`src/rtl/color_sequencer_pkg.sv`:
```
// Shared definitions for the colour sequencer: mode encodings, FSM states,
// the eight named colour codes and small decode helpers.
package color_sequencer_pkg;

    typedef enum logic [1:0] {
        MODE_IDLE     = 2'b00,
        MODE_AUTO     = 2'b01,
        MODE_MANUAL   = 2'b10,
        MODE_PINGPONG = 2'b11
    } mode_e;

    typedef enum logic [2:0] {
        ST_IDLE    = 3'd0,
        ST_AUTO    = 3'd1,
        ST_MANUAL  = 3'd2,
        ST_PP_UP   = 3'd3,
        ST_PP_DOWN = 3'd4
    } state_e;

    localparam logic [2:0] BLACK   = 3'b000;
    localparam logic [2:0] BLUE    = 3'b001;
    localparam logic [2:0] GREEN   = 3'b010;
    localparam logic [2:0] CYAN    = 3'b011;
    localparam logic [2:0] RED     = 3'b100;
    localparam logic [2:0] MAGENTA = 3'b101;
    localparam logic [2:0] YELLOW  = 3'b110;
    localparam logic [2:0] WHITE   = 3'b111;

    function automatic logic [2:0] color_code(input logic [2:0] lo);
        case (lo)
            3'd0:    color_code = BLACK;
            3'd1:    color_code = BLUE;
            3'd2:    color_code = GREEN;
            3'd3:    color_code = CYAN;
            3'd4:    color_code = RED;
            3'd5:    color_code = MAGENTA;
            3'd6:    color_code = YELLOW;
            3'd7:    color_code = WHITE;
            default: color_code = BLACK;
        endcase
    endfunction

    // Both ping-pong directions belong to the single PINGPONG mode.
    function automatic logic [1:0] state_mode(input state_e st);
        case (st)
            ST_IDLE:              state_mode = MODE_IDLE;
            ST_AUTO:              state_mode = MODE_AUTO;
            ST_MANUAL:            state_mode = MODE_MANUAL;
            ST_PP_UP, ST_PP_DOWN: state_mode = MODE_PINGPONG;
            default:              state_mode = MODE_IDLE;
        endcase
    endfunction

    function automatic state_e mode_entry(input logic [1:0] m);
        case (m)
            MODE_IDLE:     mode_entry = ST_IDLE;
            MODE_AUTO:     mode_entry = ST_AUTO;
            MODE_MANUAL:   mode_entry = ST_MANUAL;
            MODE_PINGPONG: mode_entry = ST_PP_UP;
            default:       mode_entry = ST_IDLE;
        endcase
    endfunction

endpackage

```
`src/rtl/color_sequencer_dwell_timer.sv`:
```
// Dwell counter: counts 0..dwell, raising terminal once count reaches dwell
// (or exceeds it after dwell was lowered) and self-clearing on the next count.
module dwell_timer #(
    parameter int DWELL_W = 20
) (
    input  logic               clk,
    input  logic               reset,
    input  logic               clr,
    input  logic               en,
    input  logic [DWELL_W-1:0] dwell,
    output logic               terminal
);

    logic [DWELL_W-1:0] count_r;

    assign terminal = (count_r >= dwell);

    // Counter update: clear has priority over counting; disabled holds.
    always_ff @(posedge clk) begin
        if (reset) begin
            count_r <= {DWELL_W{1'b0}};
        end else if (clr) begin
            count_r <= {DWELL_W{1'b0}};
        end else if (en) begin
            if (terminal) begin
                count_r <= {DWELL_W{1'b0}};
            end else begin
                count_r <= count_r + {{(DWELL_W-1){1'b0}}, 1'b1};
            end
        end else begin
            count_r <= count_r;
        end
    end

endmodule

```
`src/rtl/color_sequencer.sv`:
```
// Colour index sequencer with AUTO, MANUAL and PINGPONG stepping; index,
// one-hot select, RGB code and wrap pulse are all registered together.
module color_sequencer #(
    parameter int N_COLORS = 8,
    parameter int DWELL_W  = 20,
    parameter int IDX_W    = 3
) (
    input  logic                clk,
    input  logic                reset,
    input  logic                en,
    input  logic [1:0]          mode,
    input  logic                step,
    input  logic [DWELL_W-1:0]  dwell,
    output logic [IDX_W-1:0]    color_idx,
    output logic [N_COLORS-1:0] color_sel,
    output logic [2:0]          rgb,
    output logic                wrap
);
    import color_sequencer_pkg::*;

    localparam logic [IDX_W-1:0]    IDX_ZERO = {IDX_W{1'b0}};
    localparam logic [IDX_W-1:0]    IDX_ONE  = {{(IDX_W-1){1'b0}}, 1'b1};
    localparam logic [IDX_W-1:0]    IDX_LAST = IDX_W'(N_COLORS - 1);
    localparam logic [N_COLORS-1:0] SEL_BIT0 = {{(N_COLORS-1){1'b0}}, 1'b1};

    state_e               state_r;
    state_e               state_nxt_s;
    logic                 step_q_r;
    logic [IDX_W-1:0]     idx_r;
    logic [IDX_W-1:0]     idx_nxt_s;
    logic [IDX_W-1:0]     idx_inc_s;
    logic [IDX_W-1:0]     idx_dec_s;
    logic [N_COLORS-1:0]  sel_r;
    logic [2:0]           rgb_r;
    logic                 wrap_r;
    logic                 wrap_nxt_s;
    logic                 mode_change_s;
    logic                 step_rise_s;
    logic                 timed_state_s;
    logic                 timer_en_s;
    logic                 timer_clr_s;
    logic                 terminal_s;

    assign mode_change_s = (mode != state_mode(state_r));
    assign step_rise_s   = step & ~step_q_r;
    assign idx_inc_s     = (idx_r == IDX_LAST) ? IDX_ZERO : idx_r + IDX_ONE;
    assign idx_dec_s     = idx_r - IDX_ONE;
    assign timed_state_s = (state_r == ST_AUTO) || (state_r == ST_PP_UP) || (state_r == ST_PP_DOWN);
    // A pending mode change clears the timer instead of letting it count.
    assign timer_en_s    = en & ~mode_change_s & timed_state_s;
    assign timer_clr_s   = en & (mode_change_s | ~timed_state_s);

    dwell_timer #(.DWELL_W(DWELL_W)) u_dwell_timer (
        .clk      (clk),
        .reset    (reset),
        .clr      (timer_clr_s),
        .en       (timer_en_s),
        .dwell    (dwell),
        .terminal (terminal_s)
    );

    // Next state, next index and wrap decision; a mode change beats any advance.
    always_comb begin
        state_nxt_s = state_r;
        idx_nxt_s   = idx_r;
        wrap_nxt_s  = 1'b0;
        if (!en) begin
            state_nxt_s = state_r;
        end else if (mode_change_s) begin
            state_nxt_s = mode_entry(mode);
            if (mode == MODE_IDLE) begin
                idx_nxt_s = IDX_ZERO;
            end else begin
                idx_nxt_s = idx_r;
            end
        end else begin
            case (state_r)
                ST_IDLE: begin
                    idx_nxt_s = IDX_ZERO;
                end
                ST_AUTO: begin
                    if (terminal_s) begin
                        idx_nxt_s  = idx_inc_s;
                        wrap_nxt_s = (idx_inc_s == IDX_ZERO);
                    end else begin
                        idx_nxt_s = idx_r;
                    end
                end
                ST_MANUAL: begin
                    if (step_rise_s) begin
                        idx_nxt_s  = idx_inc_s;
                        wrap_nxt_s = (idx_inc_s == IDX_ZERO);
                    end else begin
                        idx_nxt_s = idx_r;
                    end
                end
                ST_PP_UP: begin
                    if (!terminal_s) begin
                        idx_nxt_s = idx_r;
                    end else if (idx_r == IDX_LAST) begin
                        idx_nxt_s   = idx_dec_s;
                        wrap_nxt_s  = (idx_dec_s == IDX_ZERO);
                        state_nxt_s = ST_PP_DOWN;
                    end else begin
                        idx_nxt_s   = idx_r + IDX_ONE;
                        wrap_nxt_s  = (idx_r + IDX_ONE == IDX_LAST);
                        state_nxt_s = (idx_r + IDX_ONE == IDX_LAST) ? ST_PP_DOWN : ST_PP_UP;
                    end
                end
                ST_PP_DOWN: begin
                    if (!terminal_s) begin
                        idx_nxt_s = idx_r;
                    end else if (idx_r == IDX_ZERO) begin
                        idx_nxt_s   = idx_r + IDX_ONE;
                        wrap_nxt_s  = (idx_r + IDX_ONE == IDX_LAST);
                        state_nxt_s = ST_PP_UP;
                    end else begin
                        idx_nxt_s   = idx_dec_s;
                        wrap_nxt_s  = (idx_dec_s == IDX_ZERO);
                        state_nxt_s = (idx_dec_s == IDX_ZERO) ? ST_PP_UP : ST_PP_DOWN;
                    end
                end
                default: begin
                    state_nxt_s = ST_IDLE;
                    idx_nxt_s   = IDX_ZERO;
                end
            endcase
        end
    end

    // FSM and output registers; step history keeps tracking even while disabled.
    always_ff @(posedge clk) begin
        if (reset) begin
            state_r  <= ST_IDLE;
            step_q_r <= 1'b0;
            idx_r    <= IDX_ZERO;
            sel_r    <= SEL_BIT0;
            rgb_r    <= BLACK;
            wrap_r   <= 1'b0;
        end else begin
            state_r  <= state_nxt_s;
            step_q_r <= step;
            idx_r    <= idx_nxt_s;
            sel_r    <= SEL_BIT0 << idx_nxt_s;
            rgb_r    <= color_code(3'(idx_nxt_s));
            wrap_r   <= wrap_nxt_s;
        end
    end

    assign color_idx = idx_r;
    assign color_sel = sel_r;
    assign rgb       = rgb_r;
    assign wrap      = wrap_r;

endmodule

```
`config.mk`:
```
export PLATFORM = sky130hd
export DESIGN_NAME = color_sequencer
export DESIGN_NICKNAME = d
export VERILOG_FILES = /design/src/rtl/color_sequencer_pkg.sv /design/src/rtl/color_sequencer_dwell_timer.sv /design/src/rtl/color_sequencer.sv
export SDC_FILE = /design/constraint.sdc
export NUM_CORES = 1
export LEC_CHECK = 0
export BUFFER_PORTS_ARGS = -buffer_cell sky130_fd_sc_hd__buf_2
export CAP_MARGIN = 20
export CELL_PAD_IN_SITES_DETAIL_PLACEMENT = 0
export CELL_PAD_IN_SITES_GLOBAL_PLACEMENT = 1
export CORE_UTILIZATION = 42
export CTS_CLUSTER_SIZE = 20
export DETAILED_ROUTE_END_ITERATION = 7
export GPL_TIMING_DRIVEN = 0
export PLACE_DENSITY_LB_ADDON = 0.2
export SYNTH_ARGS = -nofsm -noshare
export SYNTH_HDL_FRONTEND = slang
export SYNTH_SLANG_ARGS = --single-unit
```
`constraint.sdc`:
```
create_clock -name clk -period 2.99 [get_ports clk]
set_clock_uncertainty 0.1 [all_clocks]
set_input_delay 0.4485 -clock clk [delete_from_list [all_inputs] [get_ports clk]]
set_output_delay 0.4485 -clock clk [all_outputs]
set_load 0.02 [all_outputs]
```
After elaboration in Yosys (flattened, before gate mapping)
Memory sizes are Yosys's and may differ from the RTL's. A register that Yosys moved wholly into a read port is not among the register bits.
Cells that the tools add are included.
{"block": "classes", "mux": 29, "shifts": 1, "reduce_logical": 12, "order_cmp": 1, "bitwise_logic": 9, "add_sub_neg": 3, "n_eq_ne": 13}
{"operator": "$mux 3", "count": 17}
{"operator": "$pmux 3 s4", "count": 2}
{"operator": "$add 20x1->20 const B", "count": 1}
{"operator": "$ge 20x20->1", "count": 1}
{"operator": "$mux 20", "count": 1}
{"operator": "$logic_not 3->1", "count": 4}
{"operator": "$eq 3x3->1 const B", "count": 3}
{"operator": "$pmux 3 s3", "count": 1}
{"operator": "$shl 1x3->8 const A", "count": 1}
{"operator": "$eq 3x2->1 const B", "count": 2}
{"operator": "$mux 1", "count": 6}
{"operator": "$ne 3x3->1 const B", "count": 2}
{"operator": "$pmux 2 s3", "count": 1}
{"operator": "$reduce_or 3->1", "count": 2}
{"operator": "$and 1x1->1", "count": 4}
{"operator": "$eq 2x2->1 const B", "count": 2}
{"operator": "$not 1->1", "count": 4}
{"operator": "$pmux 1 s4", "count": 1}
{"operator": "$reduce_and 4->1", "count": 1}
{"operator": "$reduce_or 2->1", "count": 2}
{"operator": "$add 3x1->3 const B", "count": 1}
{"operator": "$eq 3x1->1 const B", "count": 1}
{"operator": "$sub 3x1->3 const B", "count": 1}
{"operator": "$eq 2x1->1 const B", "count": 1}
{"operator": "other kinds (5)", "count": 6}
{"block": "word_totals", "ff_bits": 36, "inputBits": 26, "romBits": 24, "out_inout_bits": 15, "mem_count": 1}
{"name": "(name not given)", "words": 8, "width": 3, "rd": 1, "rd_ports_with_merged_regs": 1, "wr": 0, "line": "color_sequencer_pkg.sv:30", "rtl": "case (lo)"}

Depth between registers and ports, before layout
Gate-level depths: netlist (run 1).
{"block": "logic_depth", "word_depth": 7, "ltp_mapped": 10}

Cells and area by module
Synthesis (run 1) repeated with hierarchy kept, for this count alone.
{"block": "unflattened", "cells_unflattened": 344, "hier_area_um2": 2711.4}
{"module": "dwell_timer", "cells_per_inst": 181, "instances": 1, "area_each_um2": 1412.6, "seq_area_each_um2": 400.4}
{"module": "color_sequencer", "cells_per_inst": 163, "instances": 1, "area_each_um2": 1298.7, "seq_area_each_um2": 320.3}

Worst setup path after synthesis (run 1)
No wires, ideal clock.
{"block": "synth_path", "path_type": "in2reg", "start": "in dwell[2]", "end": "reg sel_r[4], in the netlist color_sel[4]", "required_ps": 2803, "setup_slack_ps": 385, "setup_time_ps": 87, "cell_stages": 10, "n_path_buf": 1, "t_arrival_ps": 2417, "cell_sequence": "inv_1 ha_1 a211oi_1 o21ai_0 a211oi_1 o311a_1 clkbuf_1 o21ai_0 a22o_1 nor4b_2"}
{"block": "synth_via", "elab_chain_cells": 6, "elab_cells_between_ends": 8, "classes_between": "order compare: 1; shift: 1; mux: 6"}
{"element": "start, declared", "line": "color_sequencer.sv:13", "rtl": "input logic [DWELL_W-1:0] dwell,"}
{"element": "$ge 20x20->1 *", "line": "color_sequencer_dwell_timer.sv:16", "rtl": "assign terminal = (count_r >= dwell);"}
{"element": "$mux 3 (on tied branches)", "line": "color_sequencer.sv:111, color_sequencer.sv:82, color_sequencer.sv:98"}
{"element": "$pmux 3 s4 *", "line": "color_sequencer.sv:77", "rtl": "case (state_r)"}
{"element": "$mux 3 *", "line": "color_sequencer.sv:69", "rtl": "end else if (mode_change_s) begin"}
{"element": "$mux 3 *", "line": "color_sequencer.sv:67", "rtl": "if (!en) begin"}
{"element": "$shl 1x3->8 *", "line": "color_sequencer.sv:144", "rtl": "sel_r <= SEL_BIT0 << idx_nxt_s;"}
{"element": "end signal, assigned", "line": "color_sequencer.sv:144"}
{"element": "end, declared", "line": "color_sequencer.sv:33", "rtl": "logic [N_COLORS-1:0] sel_r;"}
Every way passes the cells marked *; elsewhere a longest branch is shown, timed or not.
A chain may end at the register's enable or synchronous reset.

Worst setup path in the final report (run 1)
{"block": "layout_path", "start": "reg u_dwell_timer.count_r[2]", "end": "reg sel_r[4], in the netlist color_sel[4]"}
{"block": "layout_via", "elab_chain_cells": 6, "elab_cells_between_ends": 8, "classes_between": "order compare: 1; shift: 1; mux: 6"}
{"element": "start, declared", "line": "color_sequencer_dwell_timer.sv:14", "rtl": "logic [DWELL_W-1:0] count_r;"}
{"element": "start signal, assigned", "line": "color_sequencer_dwell_timer.sv:21", "rtl": "count_r <= {DWELL_W{1'b0}};"}
{"element": "start signal, assigned", "line": "color_sequencer_dwell_timer.sv:23", "rtl": "count_r <= {DWELL_W{1'b0}};"}
{"element": "start signal, assigned", "line": "color_sequencer_dwell_timer.sv:26", "rtl": "count_r <= {DWELL_W{1'b0}};"}
{"element": "$ge 20x20->1 *", "line": "color_sequencer_dwell_timer.sv:16"}
{"element": "$mux 3 (on tied branches)", "line": "color_sequencer.sv:111, color_sequencer.sv:82, color_sequencer.sv:98"}
{"element": "$pmux 3 s4 *", "line": "color_sequencer.sv:77"}
{"element": "$mux 3 *", "line": "color_sequencer.sv:69"}
{"element": "$mux 3 *", "line": "color_sequencer.sv:67"}
{"element": "$shl 1x3->8 *", "line": "color_sequencer.sv:144"}
Marked as above.

==> impl_metrics.toml, run 1 <==
[run_status]
status = "complete, no violations"

[cells_and_area]
postLayoutCoreUtil_pct = 50.9
syn_to_final_growth_pct = 16.0
fillers = 607
fin_nets = 425
final_cells = 447
n_antenna_cell = 0
drive_above_1_share_pct = 19.4

[setup_path]
critPathArrivalTime_ns = 2.83
path_max_fanout = 10
critPathLaunchType = "register"
endpoint_kind = "register"
worstSetupPathType = "register to register"
cp.required_ns = 3.10

[route]
vias_per_cell = 5.10
wl_met1_um = 2730
wl_um = 5770
wl_met3_um = 177
met2_length_um = 2830
dr.first_iter.drc_count = 79
maxUsedRoutingLayer = "met4"
wire_per_inst_um = 12.9
detail-route-antenna-nets = 0
via_count = 2280
drc_errors = 0
first_pass_iters = 4

[cts]
postCtsSetupBuffers = 0
path_clk_slew_ns = 0.08
cts_tree = "yes"
cts-root-buf = "clkbuf_8"
cts-buffers-inserted = 5
cts_max_level = 2
cts.path.max_buffers = 2
clock_latency_ns = 0.29
cts.sinks = 36

[die]
fp.dieW_um = 80.9
row_count = 28
die_area_um2 = 6540
dieHeight_um = 80.9
initial_core_util_pct = 43.9
ios = 41
fp.coreArea_um2 = 5960

[power_and_ir_drop]
power.switching_uw = 258
vdd_drop_max_mv = 0.220
p_clk_share_pct = 41.4
power.density_nw_per_um2 = 342
cellLeakagePower_uw = 0.00132
p_sw_share_pct = 24.9
intPower_uw = 779
finalPower_uw = 1040
power_frac_seq_pct = 46.9
pwr-share-comb_pct = 11.7

[sta]
holdWs_ns = 0.325
setup_viol = 0
post-route-period-util_pct = 91.3
grt_setup_unrepaired = "false"
period_minus_slack_ns = 2.73
relSlewSlack_pct = 54.3
hold_viol_final = 0
finalSetupTns_ns = 0
maxSlewViolCount = 0
worst_pin_slew_ns = 0.684
fmax_mhz = 366

[logic_synthesis]
yosysMostFrequentCell = "nor2_1"
synth_cell_types = 57
ys.flop_type = "dfxtp_1"
synth_nets = 379
synthTopCellsByArea = "dfxtp_1 (28%), ha_1 (13%), nor2_1 (6.5%)"
postSynth.asyncResetShare_pct = 0
yosysWarnings = 0
synth_edf_count = 0
yosys_register_bits = 36
synth_cells = 325
syn_avg_cell_area_um2 = 8.04
synthTopCellsByCount = "nor2_1 (45), dfxtp_1 (36), inv_1 (33)"
synth_area_um2 = 2610
synth_top_area_share_pct = 27.6
yosysSeqAreaShare_pct = 27.6
yosysTopAreaCell = "dfxtp_1"

[placed_design]
dp_hpwl_um = 4510
place.gp.congestion = 0.844
portBuffers = 39
dp.cells = 439

[global_routing]
grt_pass1_wl_um = 9860
grt_pass1_vias = 2200
antenna_found_initial = 0
track_usage_pct = 19.2
grt-ovfl-total = 0
grt_max_degree = 13

[hold_path]
hold_path_class = "input pin to register"

[run]
max-cap-violations = 0
==> cells by family (layout without fill, tap and decap cells) <==
kind of cell | after synthesis | after routing | share of synthesized area [%]
XOR/XNOR | 20 | 20 | 6.71
buffers and inverters | 45 | 92 | 7.18
multiplexers | 2 | 2 | 0.766
flip-flops | 36 | 36 | 27.6
AO/OA/AOI/OAI | 66 | 66 | 18.8
adder cells (fa/ha/maj) | 28 | 28 | 13.4
AND/OR/NAND/NOR | 128 | 128 | 25.5
==> sequential cells by signal (all words and copies together), names as in the netlist <==
| register | cells |
|---|---|
| wrap | 1 |
| color_sel | 8 |
| state_r | 3 |
| color_idx | 3 |
| step_q_r | 1 |
| u_dwell_timer.count_r | 20 |
==> worst max-delay path: stages (launching register included) <==
cell      delay (ns)
dfxtp_2         0.35
ha_1            0.29
a211oi_1        0.23
o21ai_0         0.17
a211oi_2        0.28
o311a_1         0.29
clkbuf_4        0.26
a21oi_1         0.10
o21ai_2         0.32
nor4b_2         0.25
==> path summary, 6_finish.rpt <==
path	end	slack, ns	startpoint	depth (start not counted)
worst max-delay path	color_sel[4]	0.26	u_dwell_timer.count_r[2]	9
worst min-delay path	step_q_r	0.33	step	2
worst max register to register	color_sel[4]	0.26	u_dwell_timer.count_r[2]	9
worst min register to register	u_dwell_timer.count_r[19]	0.45	u_dwell_timer.count_r[19]	2
==> per-layer routing <==
layer  global-route usage [%]  vias up
li1                         -     1225
met1                     23.6     1015
met2                     34.2       38
met3                     2.70        2
met4                     6.43        0
met5                        0        -
==> layout by cell type (no fill, tap or decap), types with 2 or more instances in the layout <==
cell      Yosys  layout
o21ai_0       6       5
nand3_1       9       9
and2_1        3       3
o21ai_1       1       2
a21boi_0      2       2
nor3_1        7       7
clkbuf_1      5       5
ha_1         28      28
nand2b_1      5       5
nor2b_1       6       6
a32oi_1       2       2
and3_1        4       4
nor4_1        4       4
nand4_1       6       6
nor3b_1       3       3
dfxtp_1      36      35
a31o_2        2       2
o22ai_1       2       2
nor2_1       45      45
a211o_1       2       2
buf_2         3      42
a21o_1        6       6
buf_4         4       4
xnor2_1      15      15
a21oi_1      17      17
o21a_1        3       3
nand2_1      21      21
and4_1        2       2
or3_1         3       3
a31oi_1       3       3
nor4bb_1      2       2
mux2i_1       2       2
clkbuf_8      0       5
inv_1        33      33
nor3_2        2       2
xor2_1        5       5
a211oi_1      3       2
and4b_1       2       2
==> final cells by class <==
| type | count | area [um^2] | area share, % |
|---|---|---|---|
| tap | 75 | 93.8 | 3.10 |
| sequential | 36 | 722 | 23.8 |
| timing repair buffer | 39 | 195 | 6.44 |
| clock buffer | 6 | 72.6 | 2.39 |
| multi-input combinational | 244 | 1720 | 56.8 |
| buffer | 12 | 67.6 | 2.23 |
| inverter | 33 | 124 | 4.09 |
| clock inverter | 2 | 35.0 | 1.16 |
==> power groups by stage <==
stage / Clock [uW] / Combinational, uW / Sequential, uW
floorplan: 0 / 81.3 / 497
global placement: 0 / 119 / 498
detailed placement: 0 / 120 / 498
CTS: 439 / 120 / 487
global route: 457 / 139 / 488
finish: 429 / 121 / 487
==> through the flow <==
| stage | area [um^2] | setup slack [ns] |
|---|---|---|
| final | 3030 | 0.261 |
| after global routing | 3030 | 0.0622 |
| after CTS | 3010 | 0.114 |
| after detailed placement | 2900 | -0.231 |
| after global placement | 2900 | -0.257 |
| after floorplan | 2610 | 0.385 |
==> timing repair <==
action                                  CTS  global route
gates resized for setup                   1             7
hold buffers                              0             0
endpoints found under the setup margin    7            19
Power figures use the tool's default switching activity.
==> run 2: changes to the inputs <==
--- a/config.mk
+++ b/config.mk
@@ -14,6 +14,8 @@
 export DETAILED_ROUTE_END_ITERATION = 7
 export GPL_TIMING_DRIVEN = 0
 export PLACE_DENSITY_LB_ADDON = 0.2
+export RECOVER_POWER = 50
+export REMOVE_ABC_BUFFERS = 1
 export SYNTH_ARGS = -nofsm -noshare
 export SYNTH_HDL_FRONTEND = slang
 export SYNTH_SLANG_ARGS = --single-unit
==> constraint.sdc (replaced) <==
create_clock -name clk -period 2.99 [get_ports clk]
set_clock_uncertainty 0.1 [all_clocks]
set_input_delay 0 -clock clk [delete_from_list [all_inputs] [get_ports clk]]
set_output_delay 0 -clock clk [all_outputs]
set_load 0.02 [all_outputs]
==> run 2 against run 1 <==
Effect of this change: sequential share of layout area grew 0.50 points; highest routed layer unchanged; sequential power grew 1%; final cell count shrank 1.8%.
==> impl_metrics.toml, run 2 (synthesized netlist as in run 1, its figures left out) <==
[setup_path]
crit_start = "state_r[1]"
cp.required_ns = 3.09
worstSetupPathType = "register to register"
endpoint_kind = "register"
critPathArrivalTime_ns = 2.90
regToRegStartpoint = "state_r[1]"
rr_endpoint = "color_sel[4]"
critPathLaunchType = "register"
path_max_fanout = 16
r2r_slack_ns = 0.19
rr_worst_depth = 7

[placed_design]
dp_hpwl_um = 4400
post-place-ws_ns = -0.00114
portBuffers = 40
place_area_um2 = 2840
place.gp.congestion = 0.880

[route]
vias_per_cell = 5.34
wl_um = 5900
met2_length_um = 2810
drc_errors = 0
dr.first_iter.drc_count = 118
wire_per_inst_um = 13.4
wl_met3_um = 211
detail-route-antenna-nets = 0
first_pass_iters = 4
via_count = 2345
wl_met1_um = 2800
maxUsedRoutingLayer = "met4"

[hold_path]
hold_start = "en"
whs_path_depth = 3
hold_path_class = "input pin to register"
hold_end = "state_r[2]"

[cts]
cts_max_level = 2
clock_latency_ns = 0.29
path_clk_slew_ns = 0.07
cts-buffers-inserted = 5
cts-root-buf = "clkbuf_8"
cts_tree = "yes"
cts.path.max_buffers = 2
cts.sinks = 36

[cells_and_area]
fillers = 637
design_area_um2 = 2960
n_antenna_cell = 0
regArea_um2 = 721
final_cell_mix = "nor2_1 (45), dfxtp_1 (36), inv_1 (33)"
drive_above_1_share_pct = 13.5
fin_nets = 417
largest_reg_flops = 20
syn_to_final_growth_pct = 13.5
multi_input_area_um2 = 1720
final_common_cell = "nor2_1"
top_register = "u_dwell_timer.count_r"
postLayoutCoreUtil_pct = 49.8

[sta]
fmax_mhz = 357
worst_pin_slew_ns = 0.827
period_minus_slack_ns = 2.80
setup_viol = 0
setup_ws_ns = 0.191
post-route-period-util_pct = 93.6
relSlewSlack_pct = 44.8
hold_viol_final = 0
finalSetupTns_ns = 0
maxSlewViolCount = 0
grt_setup_unrepaired = "false"

[die]
initial_core_util_pct = 43.9
die_area_um2 = 6540
fp.coreArea_um2 = 5960
fp.dieW_um = 80.9
row_count = 28
dieHeight_um = 80.9
ios = 41

[power_and_ir_drop]
cellLeakagePower_uw = 0.00122
power.density_nw_per_um2 = 331
vdd_drop_max_mv = 0.177

[global_routing]
grt-ovfl-total = 0
track_usage_pct = 19.2
grt_pass1_wl_um = 9720
grt_pass1_vias = 2182
antenna_found_initial = 0
grt_max_degree = 19

[run_status]
status = "complete, no violations"

[run]
max-cap-violations = 0
-- run 2: cell types whose count changed in the layout (fill, tap and decap cells not counted), sizes merged --
cell / previous run / this run
buf: 46 / 24
bufinv: 1 / 0
clkbuf: 11 / 22
clkinv: 1 / 0
clkinvlp: 0 / 2
dlygate4sd3: 0 / 3
-- run 2: worst max-delay path by stage --
stage | to | slack [ns]
3_5_place_dp | color_sel[4] | -0.001
2_1_floorplan | color_sel[4] | 0.54
6_report | color_sel[4] | 0.19
4_1_cts | color_sel[5] | 0.09
5_1_grt | color_sel[0] | 0.01
3_3_place_gp | color_sel[4] | 0.002
-- run 2: timing repair --
item	in CTS	in global routing
endpoints found under the setup margin	2	6
endpoints found under the hold margin	4	0
gates resized for setup	1	2
hold buffers	3	0
gates cloned	0	0
pin swaps	0	0
setup buffers	0	0
-- run 2: final cells by class --
| class | count | area share (%) |
|---|---|---|
| clock buffers | 6 | 2.79 |
| clock inverters | 2 | 0.507 |
| inverters | 33 | 4.18 |
| multi-input cells | 244 | 58.0 |
| flip-flops and latches | 36 | 24.3 |
| well taps | 75 | 3.17 |
| repair buffers | 43 | 7.09 |
-- run 2: per-stage QoR --
step / std cells / total power (uW) / hold slack [ns]
2_1_floorplan: 313 / 573 / -0.0286
3_3_place_gp: 428 / 615 / 0.165
3_5_place_dp: 428 / 617 / 0.170
4_1_cts: 439 / 994 / 0.0139
5_1_grt: 439 / 1030 / 0.0415
6_report: 439 / 981 / 0.0162
-- run 2: worst max-delay path, stage by stage, from the launching register on --
cell and delay (ns):
dfxtp_1 0.48, o21ai_1 0.42, a21oi_1 0.19, o311ai_4 0.51
a21oi_2 0.11, a211o_1 0.36, a22o_1 0.30, nor4b_2 0.25
-- run 2: where the power goes --
part	internal [uW]	switching, uW	leakage, uW	total, uW
Sequential	482	10.7	0.000290	493
Combinational	49.7	66.8	0.000889	116
Clock	187	185	0.0000434	371
Total	719	262	0.00122	981
-- run 2: layer usage --
layer | up-vias | GRT usage (%)
li1 | 1208 | -
met1 | 1085 | 23.2
met2 | 45 | 34.0
met3 | 7 | 3.03
met4 | 0 | 6.61
met5 | - | 0
